### config.mk
export PLATFORM = sky130hd
export DESIGN_NAME = edge_scanner
export DESIGN_NICKNAME = d
export VERILOG_FILES = /design/src/rtl/edge_scanner.sv
export SDC_FILE = /design/constraint.sdc
export NUM_CORES = 1
export LEC_CHECK = 0
export BUFFER_PORTS_ARGS = -buffer_cell sky130_fd_sc_hd__clkbuf_2
export CAP_MARGIN = 30
export CORE_ASPECT_RATIO = 1.4
export CORE_MARGIN = 1.5
export CORE_UTILIZATION = 51
export CTS_CLUSTER_SIZE = 14
export DETAILED_ROUTE_END_ITERATION = 6
export PLACE_DENSITY = 0.78
export RECOVER_POWER = 25
export SKIP_CTS_REPAIR_TIMING = 1
export SLEW_MARGIN = 20
export SYNTH_ARGS = -nofsm -noshare
export SYNTH_HDL_FRONTEND = slang
export SYNTH_SLANG_ARGS = --single-unit
### constraint.sdc
create_clock -name clk_i -period 2.8 [get_ports clk_i]
set_input_delay 0.42 -clock clk_i [delete_from_list [all_inputs] [get_ports clk_i]]
set_output_delay 0.42 -clock clk_i [all_outputs]
set_load 0.03 [all_outputs]
### src/rtl/edge_scanner.sv
// edge_scanner: raster scan controller for the edge-function array.
// It generates VGA-style timing, broadcasts the pixel coordinate to the edge units and merges
// their hit flags into one video pixel. Sync and enable are delayed to line up with that pixel.

module edge_scanner #(
    parameter int unsigned LINE_BITS    = 10,
    parameter int unsigned NUM_EDGES    = 12,
    parameter int unsigned PIPE_LATENCY = 2,
    parameter int unsigned H_ACTIVE     = 640,
    parameter int unsigned H_FRONT      = 16,
    parameter int unsigned H_SYNC       = 96,
    parameter int unsigned H_BACK       = 48,
    parameter int unsigned V_ACTIVE     = 480,
    parameter int unsigned V_FRONT      = 10,
    parameter int unsigned V_SYNC       = 2,
    parameter int unsigned V_BACK       = 33,
    parameter int unsigned FRAME_BITS   = 8
) (
    input  logic                  clk_i,
    input  logic                  rst_i,
    output logic [LINE_BITS-1:0]  pixel_x_o,
    output logic [LINE_BITS-1:0]  pixel_y_o,
    input  logic [NUM_EDGES-1:0]  pixel_set_i,
    output logic                  hsync_o,
    output logic                  vsync_o,
    output logic                  de_o,
    output logic                  pixel_o,
    output logic                  vblank_start_o,
    output logic [FRAME_BITS-1:0] frame_cnt_o
);

    localparam int unsigned H_TOTAL    = H_ACTIVE + H_FRONT + H_SYNC + H_BACK;
    localparam int unsigned V_TOTAL    = V_ACTIVE + V_FRONT + V_SYNC + V_BACK;
    localparam int unsigned H_SYNC_BEG = H_ACTIVE + H_FRONT;
    localparam int unsigned H_SYNC_END = H_ACTIVE + H_FRONT + H_SYNC;
    localparam int unsigned V_SYNC_BEG = V_ACTIVE + V_FRONT;
    localparam int unsigned V_SYNC_END = V_ACTIVE + V_FRONT + V_SYNC;

    // Pipeline entry layout {de, hs, vs}; idle means no enable and both syncs released (high).
    localparam logic [2:0] PIPE_IDLE = 3'b011;

    logic [LINE_BITS-1:0]  r_h_cnt;
    logic [LINE_BITS-1:0]  r_v_cnt;
    logic [FRAME_BITS-1:0] r_frame_cnt;
    logic [2:0]            r_pipe [PIPE_LATENCY];
    logic                  r_de;
    logic                  r_hs;
    logic                  r_vs;
    logic                  r_pix;

    logic [31:0] w_h_cnt;
    logic [31:0] w_v_cnt;
    logic        w_h_last;
    logic        w_v_last;
    logic        w_de_raw;
    logic        w_hs_raw;
    logic        w_vs_raw;
    logic [2:0]  w_tail;
    logic        w_hit;

    // Counters widened to 32 bits so comparisons against the timing constants never truncate.
    assign w_h_cnt  = 32'(r_h_cnt);
    assign w_v_cnt  = 32'(r_v_cnt);
    assign w_h_last = (w_h_cnt == H_TOTAL - 1);
    assign w_v_last = (w_v_cnt == V_TOTAL - 1);

    // Raw (undelayed) timing decode from the counter registers.
    always_comb begin
        w_de_raw = (w_h_cnt < H_ACTIVE) && (w_v_cnt < V_ACTIVE);
        w_hs_raw = !((w_h_cnt >= H_SYNC_BEG) && (w_h_cnt < H_SYNC_END));
        w_vs_raw = !((w_v_cnt >= V_SYNC_BEG) && (w_v_cnt < V_SYNC_END));
    end

    // Horizontal/vertical raster counters and completed-frame counter.
    always_ff @(posedge clk_i) begin
        if (rst_i) begin
            r_h_cnt     <= '0;
            r_v_cnt     <= '0;
            r_frame_cnt <= '0;
        end else if (w_h_last) begin
            r_h_cnt <= '0;
            if (w_v_last) begin
                r_v_cnt     <= '0;
                r_frame_cnt <= r_frame_cnt + FRAME_BITS'(1);
            end else begin
                r_v_cnt <= r_v_cnt + LINE_BITS'(1);
            end
        end else begin
            r_h_cnt <= r_h_cnt + LINE_BITS'(1);
        end
    end

    // Delay line matching the edge units' latency; reset flushes it to idle so no stale sync
    // pulse can leave the block after a mid-frame reset.
    always_ff @(posedge clk_i) begin
        if (rst_i) begin
            for (int i = 0; i < PIPE_LATENCY; i++) begin
                r_pipe[i] <= PIPE_IDLE;
            end
        end else begin
            r_pipe[0] <= {w_de_raw, w_hs_raw, w_vs_raw};
            for (int i = 1; i < PIPE_LATENCY; i++) begin
                r_pipe[i] <= r_pipe[i-1];
            end
        end
    end

    assign w_tail = r_pipe[PIPE_LATENCY-1];
    assign w_hit  = |pixel_set_i;

    // Output register: hits are masked by the delayed enable so blanking never draws.
    always_ff @(posedge clk_i) begin
        if (rst_i) begin
            r_de  <= 1'b0;
            r_hs  <= 1'b1;
            r_vs  <= 1'b1;
            r_pix <= 1'b0;
        end else begin
            r_de  <= w_tail[2];
            r_hs  <= w_tail[1];
            r_vs  <= w_tail[0];
            r_pix <= w_tail[2] & w_hit;
        end
    end

    assign pixel_x_o   = r_h_cnt;
    assign pixel_y_o   = r_v_cnt;
    assign hsync_o     = r_hs;
    assign vsync_o     = r_vs;
    assign de_o        = r_de;
    assign pixel_o     = r_pix;
    assign frame_cnt_o = r_frame_cnt;

    // Undelayed strobe: upstream updates its registers while nothing is on screen.
    assign vblank_start_o = !rst_i && (r_h_cnt == '0) && (w_v_cnt == V_ACTIVE);

endmodule

==> summary.md, run 1 <==
| Metric | Value |
|---|---|
| Endpoints failing hold | `0` |
| Syn avg cell area | `a little under 9 um^2` |
| Max FO, Critical Path | `12` |
| Area grow syn2layout | `19.8%` |
| Largest stage delay on the critical path | `between 0.4 and 0.5 ns` |
| Int Pwr | `approximately 0.76 mW` |
| Footprint of the multi-input gates | `roughly 910 um^2` |
| Starting Density | `a little over half` |
| CTS Buf Count | `5` |
| Final Max Slew Viols | `0` |
| Row cnt | `25` |
| Crit Path Class | `reg2reg` |
| Combinational share of power | `under 10%` |
| R2R Setup Slk | `0.51 ns` |
| Critical path's slowest cell | `nor4_1` |
| Startpoint types | `flop` |
| Post-DRT Antenna Nets | `0` |
| Post-synth top area cell | `dfxtp_1` |
| Synth warn | `0` |
| Io pins | `47` |
| Peak supply drop | `about 0.37 mV` |
| Global Route Usage Sum | `between 20% and 30%` |
| Iter 0 DRT Violations | `15` |
| Fill cells | `308` |
| Hold endpoint | `r_pipe[0][3]` |
| Critical Path End Type | `flop` |
| Hold crit path type | `reg2reg` |
| Global-route wire length before repair | `~6300 um` |
| Worst Tran Pin Value | `just over 0.9 ns` |
| Sequential area share after synthesis | `43.5%` |
| #FFs+latches synth | `38` |
| Final setup TNS | `0 ns` |
| DP Wirelength | `2830 um` |
| Mapped Cells | `200` |
| Core box area | `between 0.003 and 0.004 mm^2` |
| Port bufs | `46` |
| Pleak | `between 0.8 and 0.9 nW` |
| Post-Syn Area | `about 0.0017 mm^2` |
| Vias in the first global route | `about 1,400` |
| Number of nets in the layout | `approximately 270` |
| Arrival time of the worst setup path | `about 2.5 ns` |
| Post-synth net total | `around 220` |
| Clock transition at the registers of the reported paths | `0.07 ns` |
| Max_slew headroom | `between 30% and 40%` |
| Area fraction of the dominant cell type after synthesis | `a little over two fifths` |
| Final Cycle Share | `roughly four fifths` |
| Routability cong. | `0.844` |
| Final setup violating endpoints | `0` |
| Worst reg2reg path endpoint | `frame_cnt_o[7]` |
| Worst r2r src | `pixel_y_o[1]` |
| Sw Pwr | `between 0.2 and 0.25 mW` |
| Chip Height | `a little over 70 um` |
| 1st-pass router iterations | `4` |
| H-tree levels | `2` |
| Crit path buf inv count | `1` |
| Yosys cell types | `38` |
| Synth top area cells | `dfxtp_1, nor4_1, xnor2_1` |
| Clk sinks | `38` |
| Share of layout cells above drive strength 1 | `24.2%` |
| Fmax | `approximately 440 MHz` |
| WL final | `3860 um` |
| Avg WL per Cell | `13.4 um` |
| Worst Reg-to-Reg Cells | `6` |
| Crit-path cells | `inv_1 > ha_1 > nor4bb_1 > nand4b_1 > nor4_1 > mux2_2` |
| Flop pwr share | `~56%` |
| Worst setup path startpoint | `pixel_y_o[1]` |
| Max-cap violations | `0` |
| Delay-heaviest family, CP | `simple AND/OR/NAND/NOR gates` |
| Final Util | `63.1%` |
| Clk_lat worst skew | `0.30 ns` |
| Via count | `between 1,500 and 2,000` |
| Pwr per Cell Area | `between 400 and 500 mW/mm^2` |
| Clk buf depth | `2` |
| Largest net degree at the start of global routing | `23` |
| Ant. Diodes | `0` |
| Die area | `between 0.003 and 0.004 mm^2` |
| # DRC | `0` |
| Grt ovf | `0` |
| Sw frac | `roughly 23%` |
| CTS tree | `yes` |
| FFs w/ async S/R, synth | `0%` |
| Initial antenna violation count | `0` |
| Clock share of power | `around two fifths` |
| Top_reg_cell synth | `dfxtp_1` |
| Path length in cells of the critical path | `6` |
| Hold Path Cell Cnt | `1` |
| RSZ-0062 raised after global routing | `false` |
| Clock root buffer master | `clkbuf_8` |
| Post-synth EDFFs | `0` |
| FF+latch area | `761 um^2` |
| Max Clock Skew | `around 0.0075 ns` |
| Hold wc startpoint | `r_pipe[0][0]` |
| Die width | `around 52 um` |
| Post-layout min period | `about 2.3 ns` |
| Outcome | `complete, no violations` |
| Req. time, crit path | `slightly below 3 ns` |
| Via-per-instance ratio | `5.55` |
cells by family after synthesis:
| kind of cell | share of synthesized area, % |
|---|---|
| compound gates | 6.94 |
| mux | 1.86 |
| simple gates | 32.8 |
| buf+inv | 4.29 |
| xor+xnor | 7.02 |
| flops | 43.5 |
| fa+ha+maj | 3.58 |
power by group through the flow:
stage,clock network (mW),logic (mW),registers (mW)
after floorplan,0,0.0226,0.573
after global placement,0,0.0521,0.565
after detailed placement,0,0.0521,0.565
after global routing,0.420,0.0561,0.553
after CTS,0.398,0.0521,0.553
final,0.388,0.0505,0.553
synthesized netlist by cell type (2+ instances only):
| master | instances |
|---|---|
| a21oi_1 | 6 |
| nand4_1 | 5 |
| and4_1 | 3 |
| xor2_1 | 3 |
| or3_1 | 2 |
| o31ai_1 | 4 |
| inv_1 | 9 |
| nor4_1 | 16 |
| ha_1 | 5 |
| mux2_2 | 2 |
| nor2b_1 | 4 |
| nor2_1 | 23 |
| xnor2_1 | 11 |
| or2_2 | 5 |
| and3_1 | 3 |
| o21ai_1 | 2 |
| or4_1 | 4 |
| nand2_1 | 11 |
| nor3_1 | 7 |
| nand3_1 | 12 |
| clkbuf_1 | 7 |
| o21ai_0 | 2 |
| nor4bb_1 | 2 |
| dfxtp_1 | 38 |
sequential cells by signal, indices dropped and copies added (netlist names):
register,flops
frame_cnt_o,8
pixel_x_o,10
pixel_y_o,10
vsync_o,1
pixel_o,1
r_pipe,6
hsync_o,1
de_o,1
final cells by class:
| type | count | share of cell area [%] |
|---|---|---|
| Multi-Input combinational cell | 144 | 43.6 |
| Sequential cell | 38 | 36.3 |
| Timing Repair Buffer | 49 | 11.5 |
| Clock buffer | 6 | 3.95 |
| Tap cell | 40 | 2.39 |
| Inverter | 9 | 1.61 |
| Clock inverter | 2 | 0.598 |
per-layer routing:
metal  share of wire [%]  GRT usage [%]
met1                  42           24.9
met5                   0              0
met2                  50           36.0
met3                 4.6           5.14
met4                 3.2           14.0
per-stage QoR:
step | instance area, um^2 | instances | total power [mW] | hold slack [ns] | worst slack (ns)
floorplan | 1750 | 200 | 0.595 | 0.389 | 0.552
global placement | 2010 | 280 | 0.617 | 0.391 | 0.628
detailed placement | 2010 | 280 | 0.617 | 0.397 | 0.535
CTS | 2100 | 288 | 1.00 | 0.412 | 0.516
global route | 2090 | 288 | 1.03 | 0.420 | 0.273
finish | 2090 | 288 | 0.991 | 0.411 | 0.510
worst max path at each step:
stage | slack (ns) | endpoint
floorplan | 0.55 | frame_cnt_o[7]
global placement | 0.63 | frame_cnt_o[7]
CTS | 0.52 | vblank_start_o
finish | 0.51 | frame_cnt_o[7]
detailed placement | 0.54 | frame_cnt_o[7]
global route | 0.27 | frame_cnt_o[7]
layout by cell type (no fill, tap or decap), types with 2 or more instances in the layout:
cell type,synthesis,routed
or2_2,5,5
o21ai_0,2,2
clkbuf_8,0,6
and4_1,3,3
buf_4,0,2
xor2_1,3,3
nand2_1,11,11
ha_1,5,5
o31ai_1,4,4
nand3_1,12,12
mux2_2,2,2
clkbuf_1,7,7
o21ai_1,2,2
and3_1,3,3
nor4bb_1,2,2
nor3_1,7,7
nor2_1,23,23
a21oi_1,6,6
xnor2_1,11,11
nand4_1,5,5
nor2b_1,4,4
inv_1,9,9
or3_1,2,2
dfxtp_1,38,38
nor4_1,16,16
clkbuf_2,0,40
or4_1,4,4
(Power assumes the default switching activity.)
==> run 2, diff against run 1 <==
--- a/config.mk
+++ b/config.mk
@@ -5,14 +5,15 @@
 export SDC_FILE = /design/constraint.sdc
 export NUM_CORES = 1
 export LEC_CHECK = 0
+export ABC_AREA = 1
 export BUFFER_PORTS_ARGS = -buffer_cell sky130_fd_sc_hd__clkbuf_2
 export CAP_MARGIN = 30
 export CORE_ASPECT_RATIO = 1.4
 export CORE_MARGIN = 1.5
-export CORE_UTILIZATION = 51
+export CORE_UTILIZATION = 53
 export CTS_CLUSTER_SIZE = 14
 export DETAILED_ROUTE_END_ITERATION = 6
-export PLACE_DENSITY = 0.78
+export PLACE_DENSITY = 0.79
 export RECOVER_POWER = 25
 export SKIP_CTS_REPAIR_TIMING = 1
 export SLEW_MARGIN = 20
==> constraint.sdc (replaced) <==
create_clock -name clk_i -period 2.3 [get_ports clk_i]
set_input_delay 0.345 -clock clk_i [delete_from_list [all_inputs] [get_ports clk_i]]
set_output_delay 0.345 -clock clk_i [all_outputs]
set_load 0.03 [all_outputs]
==> run 2 against run 1 <==
Compared with the run above:
- routed wire length increased by 13%
- hold slack got worse by 0.071 ns
- via count increased by 24%
- sequential share of layout area decreased by 3.5 points
- clock skew about the same
- first-iteration DRC count increased to 3.5 times the previous value
- count of clock-buffer cells in the layout unchanged
- utilization increased by 1.0 points
- synthesized area increased by 13%
- critical path type is now reg2out
- critical endpoint is now vblank_start_o
- largest power group unchanged
- highest routed layer unchanged
==> summary.md, run 2 <==
| Metric | Value |
|---|---|
| Sw frac | `between 20% and 30%` |
| Critical Path End Type | `primary output` |
| Commonest cells post-synth | `nand2_1, nor2_1, inv_1` |
| Via-per-instance ratio | `just over 5` |
| Yosys cell types | `26` |
| Hold crit path type | `in2reg` |
| Worst Tran Pin Value | `0.627 ns` |
| 1st-pass router iterations | `4` |
| Area grow syn2layout | `17.3%` |
| Clk_lat worst skew | `0.29 ns` |
| Peak supply drop | `0.597 mV` |
| Req. time, crit path | `slightly below 2 ns` |
| Clk sinks | `38` |
| FFs w/ async S/R, synth | `0%` |
| Commonest cells after routing, fill and taps aside | `nand2_1, nor2_1, inv_1` |
| Die width | `between 50 and 60 um` |
| Arrival time of the worst setup path | `between 1.5 and 2 ns` |
| # DRC | `0` |
| Mapped Cells | `292` |
| Final setup violating endpoints | `0` |
| Clock transition at the registers of the reported paths | `~0.07 ns` |
| Worst Reg-to-Reg Cells | `8` |
| Crit Path Class | `reg2out` |
| Outcome | `complete, no violations` |
| DP Wirelength | `~3400 um` |
| Clk buf depth | `2` |
| Ant. Diodes | `0` |
| Share of layout cells above drive strength 1 | `17.2%` |
| Flop pwr share | `55.9%` |
| Fmax | `between 500 and 600 MHz` |
| Post-layout min period | `slightly below 2 ns` |
| Startpoint types | `flop` |
| Post-synth EDFFs | `0` |
| Via count | `about 2,000` |
| Pleak | `approximately 1 nW` |
| Post-DRT Antenna Nets | `0` |
| Dpl ws | `about 0.48 ns` |
| Pwr per Cell Area | `approximately 520 mW/mm^2` |
| Sw Pwr | `roughly 0.28 mW` |
| Endpoints failing hold | `0` |
| Minimum hold slack | `approximately 0.34 ns` |
| Global Route Usage Sum | `about a quarter` |
| Global-route wire length before repair | `approximately 7000 um` |
| Area fraction of the dominant cell type after synthesis | `approximately two fifths` |
| RSZ-0062 raised after global routing | `false` |
| Avg WL per Cell | `11.4 um` |
| WL met2 | `2350 um` |
| Syn avg cell area | `slightly below 7 um^2` |
| Fill cells | `between 300 and 400` |
| Sequential area share after synthesis | `roughly two fifths` |
| Met3 WL post-DR | `~200 um` |
| Final Max Slew Viols | `0` |
| Hold Path Cell Cnt | `4` |
| Max-cap violations | `0` |
| Final Cycle Share | `a little under nine tenths` |
| Synth top area cells | `dfxtp_1, nand2_1, nor2_1` |
| Combinational share of power | `roughly 4.9%` |
| Clock root buffer master | `clkbuf_8` |
| Uppermost layer routed | `met4` |
| Grt ovf | `0` |
| Max_slew headroom | `between 50 and 60%` |
| Max FO, Critical Path | `4` |
| Largest net degree at the start of global routing | `17` |
| Number of nets in the layout | `~360` |
| WL final | `approximately 4400 um` |
| Port bufs | `46` |
| Row cnt | `26` |
| WL met1 | `1710 um` |
| Final worst slack | `~0.32 ns` |
| Routability cong. | `roughly 0.90` |
| Top_reg_cell synth | `dfxtp_1` |
| Chip Height | `between 70 and 80 um` |
| Starting Density | `between 50% and 60%` |
| Post-synth net total | `between 300 and 400` |
| Int Pwr | `a little over 0.9 mW` |
| Post-synth top area cell | `dfxtp_1` |
| Vias in the first global route | `~1,800` |
| Final Util | `approximately 64%` |
| Core box area | `around 0.0036 mm^2` |
| Final setup TNS | `0 ns` |
| Synth warn | `0` |
| Clock share of power | `around two fifths` |
| Io pins | `between 40 and 50` |
| Die area | `around 0.0041 mm^2` |
| Max Clock Skew | `0.00794 ns` |
| CTS Buf Count | `5` |
| #FFs+latches synth | `38` |
| Post-Syn Area | `between 0.0015 and 0.002 mm^2` |
| Count leader, synth | `nand2_1` |
| Initial antenna violation count | `0` |
| CTS tree | `yes` |
| Iter 0 DRT Violations | `53` |
| Commonest non-fill, non-tap cell in the layout | `nand2_1` |
| H-tree levels | `2` |
## run 2: cell count changes in the layout (fill, tap and decap cells not counted), sizes merged, moves of 5 or more
| cell | change |
|---|---|
| nand3 | +14 |
| a21oi | +9 |
| nor3 | +5 |
| nand2 | +66 |
| nor2 | +25 |
| nor4 | -13 |
| or4 | -5 |
| xnor2 | -10 |
| inv | +31 |
## run 2: final cells by class
type                    instances  area (um^2)  area share, %
multi-input cells             211         1040           44.8
flip-flops and latches         38          761           32.8
repair buffers                 46          220           9.51
inverters                      40          150           6.48
clock buffers                   6         82.6           3.57
well taps                      42         52.6           2.27
clock inverters                 2         12.5          0.540
## run 2: through the flow
stage               cells  instance area [um^2]  power, mW
CTS                   385                  2330       1.22
finish                385                  2320       1.20
global placement      377                  2230      0.747
global route          385                  2320       1.25
floorplan             292                  1970      0.724
detailed placement    377                  2230      0.747
## run 2: worst paths after layout
kind	to	from	slack, ns
max	vblank_start_o	pixel_y_o[1]	0.32
max reg2reg	pixel_y_o[9]	pixel_x_o[0]	0.44
min reg2reg	r_pipe[0][5]	r_pipe[0][2]	0.40
min	pixel_o	pixel_set_i[6]	0.34
## run 2: cells by family after synthesis
logic type,count (synthesis),synth area share [%]
and+or+nand+nor,177,40.3
buffers and inverters,43,8.93
DFF,38,38.5
AOI/OAI and AO/OA,23,6.40
xor gates and xnor gates,6,2.66
adders and majority gates,5,3.17
## run 2: routing by layer
metal  GRT usage (%)  up-vias
li1                -     1023
met1            25.2      893
met2            43.0       57
met3            5.56       10
met4            10.3        0
met5               0        -
## run 2: worst max-delay path, cell delays in order (launching register included)
cell,delay [ns]
dfxtp_1,0.35
inv_1,0.10
ha_1,0.20
nand2_1,0.06
nor3_1,0.13
nand3_1,0.10
nor3_1,0.17
clkbuf_2,0.24
## run 2: power groups by stage
stage | logic, mW | clock network, mW | registers, mW
final | 0.0588 | 0.472 | 0.672
after global routing | 0.0660 | 0.514 | 0.674
after CTS | 0.0599 | 0.488 | 0.672
after detailed placement | 0.0596 | 0 | 0.688
after global placement | 0.0592 | 0 | 0.687
after floorplan | 0.0259 | 0 | 0.698
==> run 3, diff against run 2 <==
--- a/config.mk
+++ b/config.mk
@@ -13,7 +13,7 @@
 export CORE_UTILIZATION = 53
 export CTS_CLUSTER_SIZE = 14
 export DETAILED_ROUTE_END_ITERATION = 6
-export PLACE_DENSITY = 0.79
+export PLACE_DENSITY_LB_ADDON = 0.05
 export RECOVER_POWER = 25
 export SKIP_CTS_REPAIR_TIMING = 1
 export SLEW_MARGIN = 20
==> run 3 against run 2 <==
Compared with the run above:
- sequential share of layout area is 0.26 points lower
- power rose by 7.4%
- non-clock buffer count unchanged
- first-iteration DRC count increased by 26%
- utilization grew 0.52 points
- sequential power is essentially flat
- critical endpoint unchanged
- largest cell class unchanged
- largest power group unchanged
==> summary.md, run 3 (synthesis gave the netlist of run 2 again) <==
| Metric | Value |
|---|---|
| Vias in the first global route | `1,682` |
| Final setup TNS | `0 ns` |
| Global Route Usage Sum | `23.5%` |
| Post-layout min period | `1.95 ns` |
| Crit path buf inv count | `2` |
| Area grow syn2layout | `18.3%` |
| Met1 Use GR | `25.5%` |
| Worst Tran Pin Value | `~0.65 ns` |
| CTS tree | `yes` |
| Max FO, Critical Path | `5` |
| Via-per-instance ratio | `roughly 5.1` |
| Fill cells | `between 300 and 400` |
| Iter 0 DRT Violations | `67` |
| Pwr per Cell Area | `~550 mW/mm^2` |
| Footprint of the multi-input gates | `approximately 0.0010 mm^2` |
| Tot Pwr | `1.29 mW` |
| Port bufs | `46` |
| Pleak | `1.02 nW` |
| Commonest non-fill, non-tap cell in the layout | `nand2_1` |
| 1st-pass router iterations | `4` |
| Chip Height | `around 75 um` |
| Startpoint types | `flop` |
| WL final | `between 4000 and 5000 um` |
| Met2 usage | `a little over two fifths` |
| Peak supply drop | `0.442 mV` |
| CTS Buf Count | `5` |
| Global-route wire length before repair | `about 7000 um` |
| Via count | `just under 2,000` |
| Minimum hold slack | `about 0.34 ns` |
| Arrival time of the worst setup path | `1.60 ns` |
| M3 GR Usage | `around 4.6%` |
| Crit-path cells | `inv_1 > ha_1 > nand2_1 > nor3_1 > nand3_1 > nor3_1 > clkbuf_2` |
| Largest net degree at the start of global routing | `17` |
| Endpoints failing hold | `0` |
| Final setup violating endpoints | `0` |
| H-tree levels | `2` |
| Row cnt | `26` |
| Avg WL per Cell | `about 12 um` |
| Critical path's slowest cell | `dfxtp_1` |
| RSZ-0062 raised after global routing | `false` |
| Req. time, crit path | `between 1.5 and 2 ns` |
| Die area | `0.00411 mm^2` |
| DP Wirelength | `~3500 um` |
| Largest stage delay on the critical path | `0.36 ns` |
| Grt ovf | `0` |
| Most frequent CP cell | `nor3_1` |
| # DRC | `0` |
| Initial antenna violation count | `0` |
| Max-cap violations | `0` |
| Crit Path Class | `reg2out` |
| Max_slew headroom | `between 50 and 60%` |
| Clock transition at the registers of the reported paths | `around 0.080 ns` |
| Clock root buffer master | `clkbuf_8` |
| Max Clock Skew | `0.00326 ns` |
| Clk buf depth | `2` |
| Die width | `approximately 55 um` |
| Final Cycle Share | `84.7%` |
| Routability cong. | `around 0.87` |
| Outcome | `complete, no violations` |
| Hold crit path type | `in2reg` |
| Share of layout cells above drive strength 1 | `between 10% and 20%` |
| Starting Density | `roughly 55%` |
| Post-DRT Antenna Nets | `0` |
| Io pins | `47` |
| Clk sinks | `38` |
| FF+latch area | `about 760 um^2` |
| Final Max Slew Viols | `0` |
| Commonest cells after routing, fill and taps aside | `nand2_1, nor2_1, inv_1` |
| Delay-heaviest family, CP | `simple AND/OR/NAND/NOR gates` |
| Fmax | `approximately 510 MHz` |
| Core box area | `between 0.003 and 0.004 mm^2` |
| Ant. Diodes | `0` |
| Clk_lat worst skew | `0.29 ns` |
| Layer with the highest usage | `met2` |
| Number of nets in the layout | `around 360` |
| Critical Path End Type | `primary output` |
[run 3: power breakdown]
part,internal (mW),total [mW],switching (mW)
registers,0.665,0.672,0.00749
logic,0.0215,0.0591,0.0376
clock network,0.322,0.561,0.238
[run 3: area by class of cell]
class	instances	share of cell area, %
clock buffers	5	2.95
clock inverters	3	1.93
inverters	40	6.43
multi-input cells	211	44.4
flip-flops and latches	38	32.6
well taps	42	2.25
repair buffers	46	9.43
[run 3: final timing paths]
| check | from | endpoint | slack (ns) | cells after the start |
|---|---|---|---|---|
| worst min-delay path | pixel_set_i[6] | pixel_o | 0.34 | 4 |
| worst max-delay path | pixel_y_o[0] | vblank_start_o | 0.35 | 7 |
| worst max register to register | pixel_x_o[0] | pixel_y_o[6] | 0.42 | 8 |
| worst min register to register | r_pipe[0][1] | r_pipe[0][4] | 0.41 | 1 |
[run 3: metal layers]
| layer | part of all wire, % | vias up |
|---|---|---|
| met1 | 41 | 891 |
| met2 | 53 | 46 |
| met3 | 3.5 | 11 |
| met5 | 0 | - |
| li1 | - | 1022 |
| met4 | 2.2 | 0 |
[run 3: stage by stage]
step	area, um^2	setup WS [ns]	utilization, %	std cells
2_1_floorplan	1970	0.330	-	292
4_1_cts	2340	0.354	64.9	385
5_1_grt	2330	0.145	64.7	385
6_report	2330	0.353	64.7	385
3_5_place_dp	2230	0.443	61.8	377
3_3_place_gp	2230	0.542	61.8	377
[run 3: worst min-delay path, delay by kind of cell]
family,cells,cell delay (ns)
compound gates,1,0.10
buf+inv,1,0.08
simple gates,2,0.08
